**src/rtl/nibble_serial_add_ctrl.sv**
```systemverilog
// Wide add/subtract sequencer built around a single 4-bit adder slice.
// Operands are captured once, then one nibble per cycle is summed LSB-first
// with the carry chained through a register; the result is held under a
// valid/ready handshake until the consumer takes it.
module nibble_serial_add_ctrl #(
    parameter int NIBBLES = 4
) (
    input  logic                 clk,
    input  logic                 rst_n,
    input  logic                 in_valid,
    output logic                 in_ready,
    input  logic [4*NIBBLES-1:0] a,
    input  logic [4*NIBBLES-1:0] b,
    input  logic                 cin,
    input  logic                 sub,
    output logic                 out_valid,
    input  logic                 out_ready,
    output logic [4*NIBBLES-1:0] sum,
    output logic                 cout,
    output logic                 ovf,
    output logic                 busy
);

    localparam int IW = (NIBBLES > 1) ? $clog2(NIBBLES) : 1;

    typedef enum logic [1:0] {IDLE, RUN, DONE} state_t;

    state_t                    state, state_nx;
    logic [IW-1:0]             idx;
    logic                      carry;
    // b is stored already inverted for subtract, and carry preloaded with 1,
    // so the slice never needs to know which operation is in flight.
    logic [NIBBLES-1:0][3:0]   a_reg, b_reg, sum_reg;
    logic [4:0]                slice;
    logic                      last;

    assign last  = (idx == IW'(NIBBLES - 1));
    assign slice = {1'b0, a_reg[idx]} + {1'b0, b_reg[idx]} + {4'b0, carry};
    assign sum   = sum_reg;

    // State register
    always_ff @(posedge clk) begin
        if (!rst_n) state <= IDLE;
        else        state <= state_nx;
    end

    // Next-state logic
    always_comb begin
        state_nx = state;
        case (state)
            IDLE:    if (in_valid)  state_nx = RUN;
            RUN:     if (last)      state_nx = DONE;
            DONE:    if (out_ready) state_nx = IDLE;
            default:                state_nx = IDLE;
        endcase
    end

    // Handshake/status outputs decoded from state
    always_comb begin
        in_ready = (state == IDLE);
        busy     = (state != IDLE);
    end

    // Operand capture, nibble-serial datapath and result holding
    always_ff @(posedge clk) begin
        if (!rst_n) begin
            idx       <= '0;
            carry     <= 1'b0;
            a_reg     <= '0;
            b_reg     <= '0;
            sum_reg   <= '0;
            cout      <= 1'b0;
            ovf       <= 1'b0;
            out_valid <= 1'b0;
        end else begin
            case (state)
                IDLE: begin
                    if (in_valid) begin
                        a_reg   <= a;
                        b_reg   <= sub ? ~b : b;
                        carry   <= sub ? 1'b1 : cin;
                        idx     <= '0;
                        sum_reg <= '0;
                    end
                end
                RUN: begin
                    sum_reg[idx] <= slice[3:0];
                    carry        <= slice[4];
                    idx          <= idx + 1'b1;
                    if (last) begin
                        idx       <= '0;
                        cout      <= slice[4];
                        // Same-sign operands producing a different-sign result.
                        ovf       <= (a_reg[NIBBLES-1][3] == b_reg[NIBBLES-1][3]) &&
                                     (slice[3] != a_reg[NIBBLES-1][3]);
                        out_valid <= 1'b1;
                    end
                end
                DONE: begin
                    if (out_ready) out_valid <= 1'b0;
                end
                default: ;
            endcase
        end
    end

endmodule
```
**config.mk**
```make
export PLATFORM = sky130hd
export DESIGN_NAME = nibble_serial_add_ctrl
export DESIGN_NICKNAME = d
export VERILOG_FILES = /design/src/rtl/nibble_serial_add_ctrl.sv
export SDC_FILE = /design/constraint.sdc
export NUM_CORES = 1
export LEC_CHECK = 0
export CORE_AREA = 3 3 87 72
export CTS_BUF_LIST = sky130_fd_sc_hd__clkbuf_16
export DETAILED_ROUTE_END_ITERATION = 7
export DIE_AREA = 0 0 90 75
export PLACE_DENSITY = 0.77
export SYNTH_ARGS = -nofsm -noshare
export SYNTH_HDL_FRONTEND = slang
export SYNTH_SLANG_ARGS = --single-unit
export TNS_END_PERCENT = 30
```
**constraint.sdc**
```tcl
create_clock -name clk -period 3.4 [get_ports clk]
set_clock_uncertainty 0.2 [all_clocks]
set_input_delay 0.34 -clock clk [delete_from_list [all_inputs] [get_ports clk]]
set_output_delay 0.34 -clock clk [all_outputs]
set_load 0.02 [all_outputs]
```
==> flow_summary_export.csv <==
group,metric,value,unit
run_status,status,"finished clean",
sta,worst_hold_slack,0.267,ns
detailed_routing,first_pass_iters,4,
setup_path,worstPathMaxFanout,6,
synth,ys_seq_area_share,41.7,%
synth,ys_warn_count,0,
setup_path,required,3.38,ns
clock_tree,clock_latency,0.29,ns
detailed_routing,drt_iter0_markers,117,
clock_tree,cts_hold_buffers,0,
clock_tree,cts_setup_buffers,0,
cells_and_area,final_cell_area,3490,sq um
setup_path,r2r_setup_slack,0.44,ns
power,p_leak,1.41,nW
cells_and_area,final_nets,374,
detailed_routing,drc_errors,0,
power,p_per_area,442,nW/um^2
sta,post-route-min-period,2.96,ns
global_routing,grt_start_max_net_pins,43,
floorplanning,die_x,90,um
placement,io_buffers,58,
min_path,hold_start,"sum[11]$_SDFFE_PN0P_",
setup_path,reg2regPathDepth,7,
placement,place_area,3330,sq um
cells_and_area,postLayoutCoreUtil,63.9,%
cells_and_area,layout-drive-gt1-share,7.93,%
setup_path,r2r_end,"carry$_SDFFE_PN0P_",
power,power_frac_clock,37.4,%
clock_tree,clk_path_buf_depth,2,
global_routing,gr-usage-all-layers,17.2,%
detailed_routing,avgViaCountPerCell,5.21,
sta,max_freq,338,MHz
sta,fin_tns_setup,0,ns
sta,maxSlewViolCount,0,
clock_tree,cts_root_buffer,"clkbuf_16",
cells_and_area,most-common-layout-cells,"nand2_1, clkdlybuf4s50_1, dfxtp_1",
sta,worstMarginPinSlew,0.615,ns
cells_and_area,seq_area,1120,sq um
power,seqPwrFrac,46.4,%
cells_and_area,antenna_cells,0,
synth,netlist.area_leader.share,41.7,%
cells_and_area,nFillCells,463,
synth,yosys.cell_types.count,33,
synth,yosys.area.top_type,"dfxtp_1",
clock_tree,cts_tree,"done",
detailed_routing,ant_nets,0,
cells_and_area,multi_input_area,1450,sq um
clock_tree,cts_buffers,5,
sta,post-route-period-util,87.0,%
floorplanning,start_util,49.2,%
sta,setup_viol,0,
synth,netlist_area,2690,sq um
synth,synthTopCellsByArea,"dfxtp_1, nand2_1, mux4_2",
power,swShare,24.0,%
synth,syn_nets,322,
run,max_cap_violations,0,
global_routing,grt_overflow,0,
setup_path,crit_arrival,2.94,ns
placement,gp_congestion,0.824,
setup_path,r2r_start,"idx[0]$_SDFFE_PN0P_",
global_routing,antenna_found_initial,0,
min_path,whs_endpoint,"sum[11]$_SDFFE_PN0P_",
placement,hpwl,4300,um
synth,synth-seq-cells,56,
placement,place_inst,398,
cells_and_area,area_delta_synth_final,29.9,%
sta,hold_viol,0,
min_path,hold_class,"flip-flop to flip-flop",
global_routing,grt_pass1_wl,9270,um
setup_path,crit_path_end_kind,"flip-flop",
detailed_routing,num_vias,2117,
sta,rsz0062_at_grt,"no",
power,comb_power_share,16.2,%
floorplanning,die_area,6750,sq um
floorplanning,io-pin-count,59,
power,p_switching,370,uW
power,intPower,1.17,mW
cells_and_area,final_cells,406,
global_routing,grt_pass1_vias,1970,
min_path,hold_depth,2,
floorplanning,row_count,24,
clock_tree,h-tree-depth,2,
clock_tree,clk_pin_slew,0.07,ns
sta,relSlewSlack,58.9,%
floorplanning,core_area,5470,sq um
clock_tree,post_cts_resized,0,
power,ir_drop,0.236,mV
clock_tree,cts_sinks,56,
synth,syn_avg_cell_area,9.78,sq um
detailed_routing,wl_per_cell,13.8,um
synth,postSynthCellCount,275,
setup_path,crit_type,"flip-flop to flip-flop",
detailed_routing,wirelength,5590,um
setup_path,cp-start-kind,"flip-flop",
floorplanning,die_height,75,um
==> Yosys cell counts <==
master     n
or4_1      1
o21a_1     1
and3b_1    3
a21boi_1   5
a21o_2     1
ha_1       7
xnor2_1   16
dfxtp_1   56
nand3_1    1
buf_4      5
nor3_1     1
a21boi_0  17
o31a_1     1
xor2_1     1
fa_1       2
nor3b_4    1
o21ai_0    3
mux4_2     8
or3b_1     4
a22oi_1   14
o211ai_1   2
a21oi_1    3
and2_1     1
nand2_1   58
buf_2      8
o211a_1   17
nand2b_1   1
inv_1      4
and3b_2    2
clkbuf_1   6
nor2b_1   17
a31oi_1    1
nor2_1     7
==> worst max-delay path, stage by stage, from the launching register on <==
cell	delay, ns
dfxtp_1	0.48
mux4_2	0.56
fa_1	0.45
fa_1	0.41
a21o_2	0.22
a21oi_1	0.19
nor2b_1	0.07
o31a_1	0.27
==> final cells by class <==
cell class	instances	area share (%)
flip-flops and latches	56	32.1
repair buffers	64	18.3
well taps	78	2.79
multi-input cells	196	41.6
inverters	4	0.430
clock inverters	3	1.22
clock buffers	5	3.58
==> layer usage <==
metal  part of all wire [%]  wire length (um)  global-route usage, %  vias up
met5                      0                 0                      0        -
met2                     46              2590                   29.5       58
met1                     47              2620                   21.5      996
met4                   0.66                37                   4.41        0
met3                    6.1               341                   5.49        6
li1                       -                 -                      -     1057
==> logic make-up (layout without fill, tap and decap cells) <==
kind of cell,count (synthesis),count (layout),share of synthesized area (%)
AOI/OAI and AO/OA,65,65,19.2
xor gates and xnor gates,17,17,5.53
adders and majority gates,9,9,4.74
buffers and inverters,23,76,4.28
DFF,56,56,41.7
muxes,8,8,6.70
and+or+nand+nor,97,97,17.9
==> power groups by stage <==
| stage | Sequential, mW | Clock [mW] | Combinational, mW |
|---|---|---|---|
| after floorplan | 0.725 | 0 | 0.158 |
| after global placement | 0.731 | 0 | 0.245 |
| after detailed placement | 0.732 | 0 | 0.251 |
| after CTS | 0.717 | 0.584 | 0.253 |
| after global routing | 0.721 | 0.609 | 0.276 |
| final | 0.717 | 0.577 | 0.250 |
==> through the flow <==
stage	total power, mW	setup WS (ns)
global route	1.61	0.303
CTS	1.55	0.418
detailed placement	0.983	0.443
global placement	0.976	0.494
finish	1.54	0.441
floorplan	0.883	0.390
==> how the worst max path moves through the flow <==
stage	startpoint	end	slack, ns
after floorplan	idx[0]$_SDFFE_PN0P_	carry$_SDFFE_PN0P_	0.39
after global routing	idx[0]$_SDFFE_PN0P_	carry$_SDFFE_PN0P_	0.30
after CTS	idx[0]$_SDFFE_PN0P_	carry$_SDFFE_PN0P_	0.42
after detailed placement	idx[0]$_SDFFE_PN0P_	carry$_SDFFE_PN0P_	0.44
after global placement	idx[0]$_SDFFE_PN0P_	carry$_SDFFE_PN0P_	0.49
final	idx[0]$_SDFFE_PN0P_	carry$_SDFFE_PN0P_	0.44
Note: power is estimated with default switching activity, not from simulation.
